`src/rtl/pipe_skid_reg.sv`:
```
// ============================================================================
// Module      : pipe_skid_reg
// Description : Two-entry pipeline skid register with flush, bubble control
//               zeroing and a saturating backpressure counter.
// Revision    : 1.0
// ============================================================================
`default_nettype none

module pipe_skid_reg #(
    parameter int DATA_W      = 101,
    parameter int CTRL_W      = 4,
    parameter int STALL_CNT_W = 16
) (
    input  logic                   CLK,
    input  logic                   RST,
    input  logic                   FLUSH,
    input  logic                   IN_VALID,
    output logic                   IN_READY,
    input  logic [CTRL_W-1:0]      IN_CTRL,
    input  logic [DATA_W-1:0]      IN_DATA,
    output logic                   OUT_VALID,
    input  logic                   OUT_READY,
    output logic [CTRL_W-1:0]      OUT_CTRL,
    output logic [DATA_W-1:0]      OUT_DATA,
    output logic [1:0]             OCC,
    output logic [STALL_CNT_W-1:0] STALL_CNT
);

    localparam logic [1:0] S_EMPTY = 2'd0;
    localparam logic [1:0] S_ONE   = 2'd1;
    localparam logic [1:0] S_TWO   = 2'd2;

    localparam logic [STALL_CNT_W-1:0] c_stall_one = {{(STALL_CNT_W-1){1'b0}}, 1'b1};

    logic [1:0]             r_state;
    logic [1:0]             w_next_state;
    logic [1:0]             r_occ;
    logic [1:0]             w_next_occ;
    logic [CTRL_W-1:0]      r_main_ctrl;
    logic [DATA_W-1:0]      r_main_data;
    logic [CTRL_W-1:0]      r_skid_ctrl;
    logic [DATA_W-1:0]      r_skid_data;
    logic [STALL_CNT_W-1:0] r_stall_cnt;

    logic w_accept;
    logic w_consume;
    logic w_load_main_in;
    logic w_load_main_skid;
    logic w_load_skid;

    assign w_accept  = IN_VALID & IN_READY & ~FLUSH;
    assign w_consume = OUT_VALID & OUT_READY;

    always_ff @(posedge CLK) begin
        if (RST) begin
            r_state <= S_EMPTY;
            r_occ   <= 2'd0;
        end else begin
            r_state <= w_next_state;
            r_occ   <= w_next_occ;
        end
    end

    always_comb begin
        w_next_state = r_state;
        case (r_state)
            S_EMPTY: if (w_accept) w_next_state = S_ONE;
            S_ONE: begin
                if (w_accept && !w_consume)      w_next_state = S_TWO;
                else if (!w_accept && w_consume) w_next_state = S_EMPTY;
            end
            S_TWO:   if (w_consume) w_next_state = S_ONE;
            default: w_next_state = S_EMPTY;
        endcase
        if (FLUSH) w_next_state = S_EMPTY;

        case (w_next_state)
            S_ONE:   w_next_occ = 2'd1;
            S_TWO:   w_next_occ = 2'd2;
            default: w_next_occ = 2'd0;
        endcase
    end

    // Ready and valid come only from registered state, so no ready path crosses the block.
    always_comb begin
        IN_READY  = (r_state != S_TWO);
        OUT_VALID = (r_state == S_ONE) || (r_state == S_TWO);
        OUT_CTRL  = OUT_VALID ? r_main_ctrl : '0;
        OUT_DATA  = r_main_data;
        OCC       = r_occ;
        STALL_CNT = r_stall_cnt;
    end

    assign w_load_main_in   = w_accept & ((r_state == S_EMPTY) | ((r_state == S_ONE) & w_consume));
    assign w_load_skid      = w_accept & (r_state == S_ONE) & ~w_consume;
    assign w_load_main_skid = (r_state == S_TWO) & w_consume & ~FLUSH;

    always_ff @(posedge CLK) begin
        if (RST) begin
            r_main_ctrl <= '0;
            r_main_data <= '0;
            r_skid_ctrl <= '0;
            r_skid_data <= '0;
        end else begin
            if (w_load_main_in) begin
                r_main_ctrl <= IN_CTRL;
                r_main_data <= IN_DATA;
            end else if (w_load_main_skid) begin
                r_main_ctrl <= r_skid_ctrl;
                r_main_data <= r_skid_data;
            end else if (w_consume) begin
                r_main_ctrl <= '0;
            end
            if (w_load_skid) begin
                r_skid_ctrl <= IN_CTRL;
                r_skid_data <= IN_DATA;
            end
            // Squashed entries keep their payload but lose their control bits.
            if (FLUSH) begin
                r_main_ctrl <= '0;
                r_skid_ctrl <= '0;
            end
        end
    end

    always_ff @(posedge CLK) begin
        if (RST) begin
            r_stall_cnt <= '0;
        end else if (IN_VALID && !IN_READY && (r_stall_cnt != '1)) begin
            r_stall_cnt <= r_stall_cnt + c_stall_one;
        end
    end

endmodule

`default_nettype wire

```
`config.mk`:
```
export PLATFORM = sky130hd
export DESIGN_NAME = pipe_skid_reg
export DESIGN_NICKNAME = d
export VERILOG_FILES = /design/src/rtl/pipe_skid_reg.sv
export SDC_FILE = /design/constraint.sdc
export NUM_CORES = 1
export LEC_CHECK = 0
export CORE_MARGIN = 2
export CORE_UTILIZATION = 45
export DETAILED_ROUTE_END_ITERATION = 8
export DONT_BUFFER_PORTS = 1
export MAX_ROUTING_LAYER = met4
export PLACE_DENSITY_LB_ADDON = 0.1
export SLEW_MARGIN = 10
export SYNTH_ARGS = -nofsm -noshare
export SYNTH_HDL_FRONTEND = slang
export SYNTH_SLANG_ARGS = --single-unit
```
`constraint.sdc`:
```
create_clock -name CLK -period 1.8 [get_ports CLK]
set_input_delay 0.45 -clock CLK [delete_from_list [all_inputs] [get_ports CLK]]
set_output_delay 0.45 -clock CLK [all_outputs]
set_load 0.1 [all_outputs]
```
==> flow_summary.json <==
{
  "rsz0062_at_grt": "yes",
  "drcViolationCount": 0,
  "yosysUniqueCellTypes": 45,
  "clock.fmax_ghz": 0.4711,
  "yosysWarnings": 0,
  "die_w_um": 147.5,
  "seq_area_frac_synth_pct": 49.69,
  "portBuffers": 0,
  "cts_tree": "yes",
  "drt-initial-drc-count": 471,
  "h-tree-depth": 1,
  "finalClockSkew_ns": 0.007679,
  "r2r_setup_slack_ns": -0.32,
  "dieArea_mm2": 0.02176,
  "leakagePower_nw": 5.258,
  "min_period_over_period_pct": 117.9,
  "root_buffer": "clkbuf_16",
  "seqCellArea_mm2": 0.004672,
  "utilization_pct": 70.36,
  "gr-total-overflow": 0,
  "area_growth_pct": 53.65,
  "grtUsageTotal_pct": 26.38,
  "rows": 52,
  "dieHeight_um": 147.5,
  "final_nets": 1457,
  "setup.worst_path.start_class": "flip-flop",
  "final-setup-viol-count": 233,
  "cts_buffers": 26,
  "start_util_pct": 45.80,
  "hold_viol": 0,
  "wl_per_cell_um": 19.59,
  "via_per_inst": 5.596,
  "p_total_mw": 13.00,
  "dr_total_vias": 9127,
  "dp.cells": 1515,
  "grt_max_degree": 204,
  "cp_data_arrival_time_ns": 2.57,
  "final_common_cell": "nand2_1",
  "syn_avg_cell_area_um2": 7.860,
  "outcome": "finished, violations left",
  "ys_ff_latch": 230,
  "final_cell_mix": "nand2_1 (392), dfxtp_1 (212), buf_4 (140), a21oi_1 (74), a311oi_2 (71)",
  "core_region_area_mm2": 0.02023,
  "crit_type": "reg2reg",
  "cap_violations": 0,
  "layout_min_cycle_time_ns": 2.123,
  "setup_ws_ns": -0.3226,
  "relSlewSlack_pct": 61.31,
  "failed_checks": "setup timing",
  "firstDrtPassIters": 4,
  "ios": 235,
  "setup_tns_ns": -42.47,
  "fillers": 1539,
  "netlist_instances": 1179,
  "cts_sinks": 230,
  "synth_area_mm2": 0.009266,
  "crit_required_ns": 2.25,
  "drv_slew": 0,
  "routabilityCongestion": 0.7884,
  "clkLatencyLatePin_ns": 0.53,
  "dp_hpwl_mm": 15.79,
  "multi_input_area_mm2": 0.005508,
  "synth_edf_count": 0,
  "critical_path.endpoint_type": "flip-flop",
  "async_flop_share_pct": 0,
  "fin_cells": 1631,
  "grt_pass1_wl_mm": 45.64,
  "dp_slack_ns": -0.05167,
  "final_layout_size_suffix_gt1_share_pct": 39.38,
  "worst-path-max-fanout": 5,
  "synth.net_count": 1294,
  "tightest_slew_ns": 0.5803,
  "cts_max_path_buffers": 3,
  "antenna_found_initial": 0,
  "synth_flop_cell": "dfxtp_1",
  "power_density_mw_per_mm2": 913.1,
  "cts.clk_slew.worst_paths_ns": 0.06,
  "antennaDiodeCount": 0,
  "worst_hold_path_type": "in2reg",
  "routed_wirelength_mm": 31.96,
  "ant_nets": 0,
  "vdd_drop_max_uv": 696.2,
  "grt_pass1_vias": 8591
}
## per-layer routing
layer  track usage (%)  vias to the layer above  part of all wire [%]
met3             7.099                       67                   8.5
li1                  -                     4342                     -
met1             32.31                     4422                    41
met2             42.95                      296                    48
met4             7.548                        0                   3.0
met5                 -                        -                     0
## registers in the layout, indices dropped and copies added, names as in the netlist
name / flops
OUT_DATA: 101
r_state: 2
OCC: 2
r_main_ctrl: 4
r_skid_data: 101
r_skid_ctrl: 4
STALL_CNT: 16
## kinds of logic (layout without fill, tap and decap cells)
| family | count (synthesis) | count (layout) | share of synthesized area [%] |
|---|---|---|---|
| AND/OR/NAND/NOR | 591 | 591 | 25.57 |
| flip-flops | 230 | 230 | 49.69 |
| buffers and inverters | 103 | 285 | 4.928 |
| AO/OA/AOI/OAI | 236 | 236 | 17.49 |
| XOR/XNOR | 1 | 1 | 0.09454 |
| multiplexers | 12 | 12 | 1.445 |
| adder cells (fa/ha/maj) | 6 | 6 | 0.7832 |
## layout make-up
class | instances | share of cell area, %
Tap cell | 270 | 2.373
Sequential cell | 230 | 32.81
Clock inverter | 5 | 0.2021
Inverter | 4 | 0.1582
Multi-Input combinational cell | 846 | 38.69
Timing Repair Buffer | 234 | 19.91
Clock buffer | 42 | 5.853
## final timing paths
| kind | startpoint | end | cells after the start |
|---|---|---|---|
| max | r_state[0] | r_skid_data[87] | 13 |
| min | RST | OUT_DATA[55] | 1 |
| max reg2reg | r_state[0] | r_skid_data[87] | 13 |
| min reg2reg | r_skid_data[71] | r_skid_data[71] | 2 |
## stage by stage
| stage | hold slack, ns | instance area, um^2 |
|---|---|---|
| final | 0.03907 | 14240 |
| after global routing | 0.01336 | 14240 |
| after CTS | 0.0002245 | 13080 |
| after detailed placement | 0.4405 | 10880 |
| after global placement | 0.4369 | 10880 |
| after floorplan | 0.4357 | 9487 |
## worst max-delay path, cell delays in order, from the launching register on
cell       delay [ns]
dfxtp_4          0.36
inv_4            0.04
buf_6            0.11
ha_4             0.15
buf_6            0.11
nor3b_4          0.23
buf_12           0.14
buf_6            0.08
and3_4           0.21
buf_12           0.12
buf_12           0.13
clkbuf_16        0.15
nand2_1          0.06
a21oi_1          0.14
## report_power, final
| group | switching [mW] | total, mW | internal, mW | leakage (nW) |
|---|---|---|---|---|
| Sequential | 0.0660 | 5.31 | 5.25 | 1.89 |
| Clock | 2.11 | 5.26 | 3.15 | 0.430 |
| Combinational | 1.72 | 2.43 | 0.712 | 2.94 |
| Total | 3.89 | 13.0 | 9.11 | 5.26 |
## timing repair
item | in CTS | in global routing
setup endpoints to repair | 75 | 234
buffers inserted | 27 | 19
hold buffers | 1 | 0
pin swaps | 78 | 81
resized for setup | 131 | 221
cloned | 20 | 16
endpoints found under the hold margin | 30 | 0
## synth_stat cells, types with 5 or more instances
cell	instances	area share, %
nor2b_1	11	0.74
mux2_2	11	1.3
a311oi_1	101	9.5
buf_2	29	1.6
a21oi_1	115	6.2
dfxtp_1	230	50
buf_4	9	0.73
ha_1	5	0.68
and2_1	6	0.41
nand3_1	6	0.32
nor2_1	120	4.9
clkbuf_1	60	2.4
nand2_1	421	17
Power figures use the tool's default switching activity.
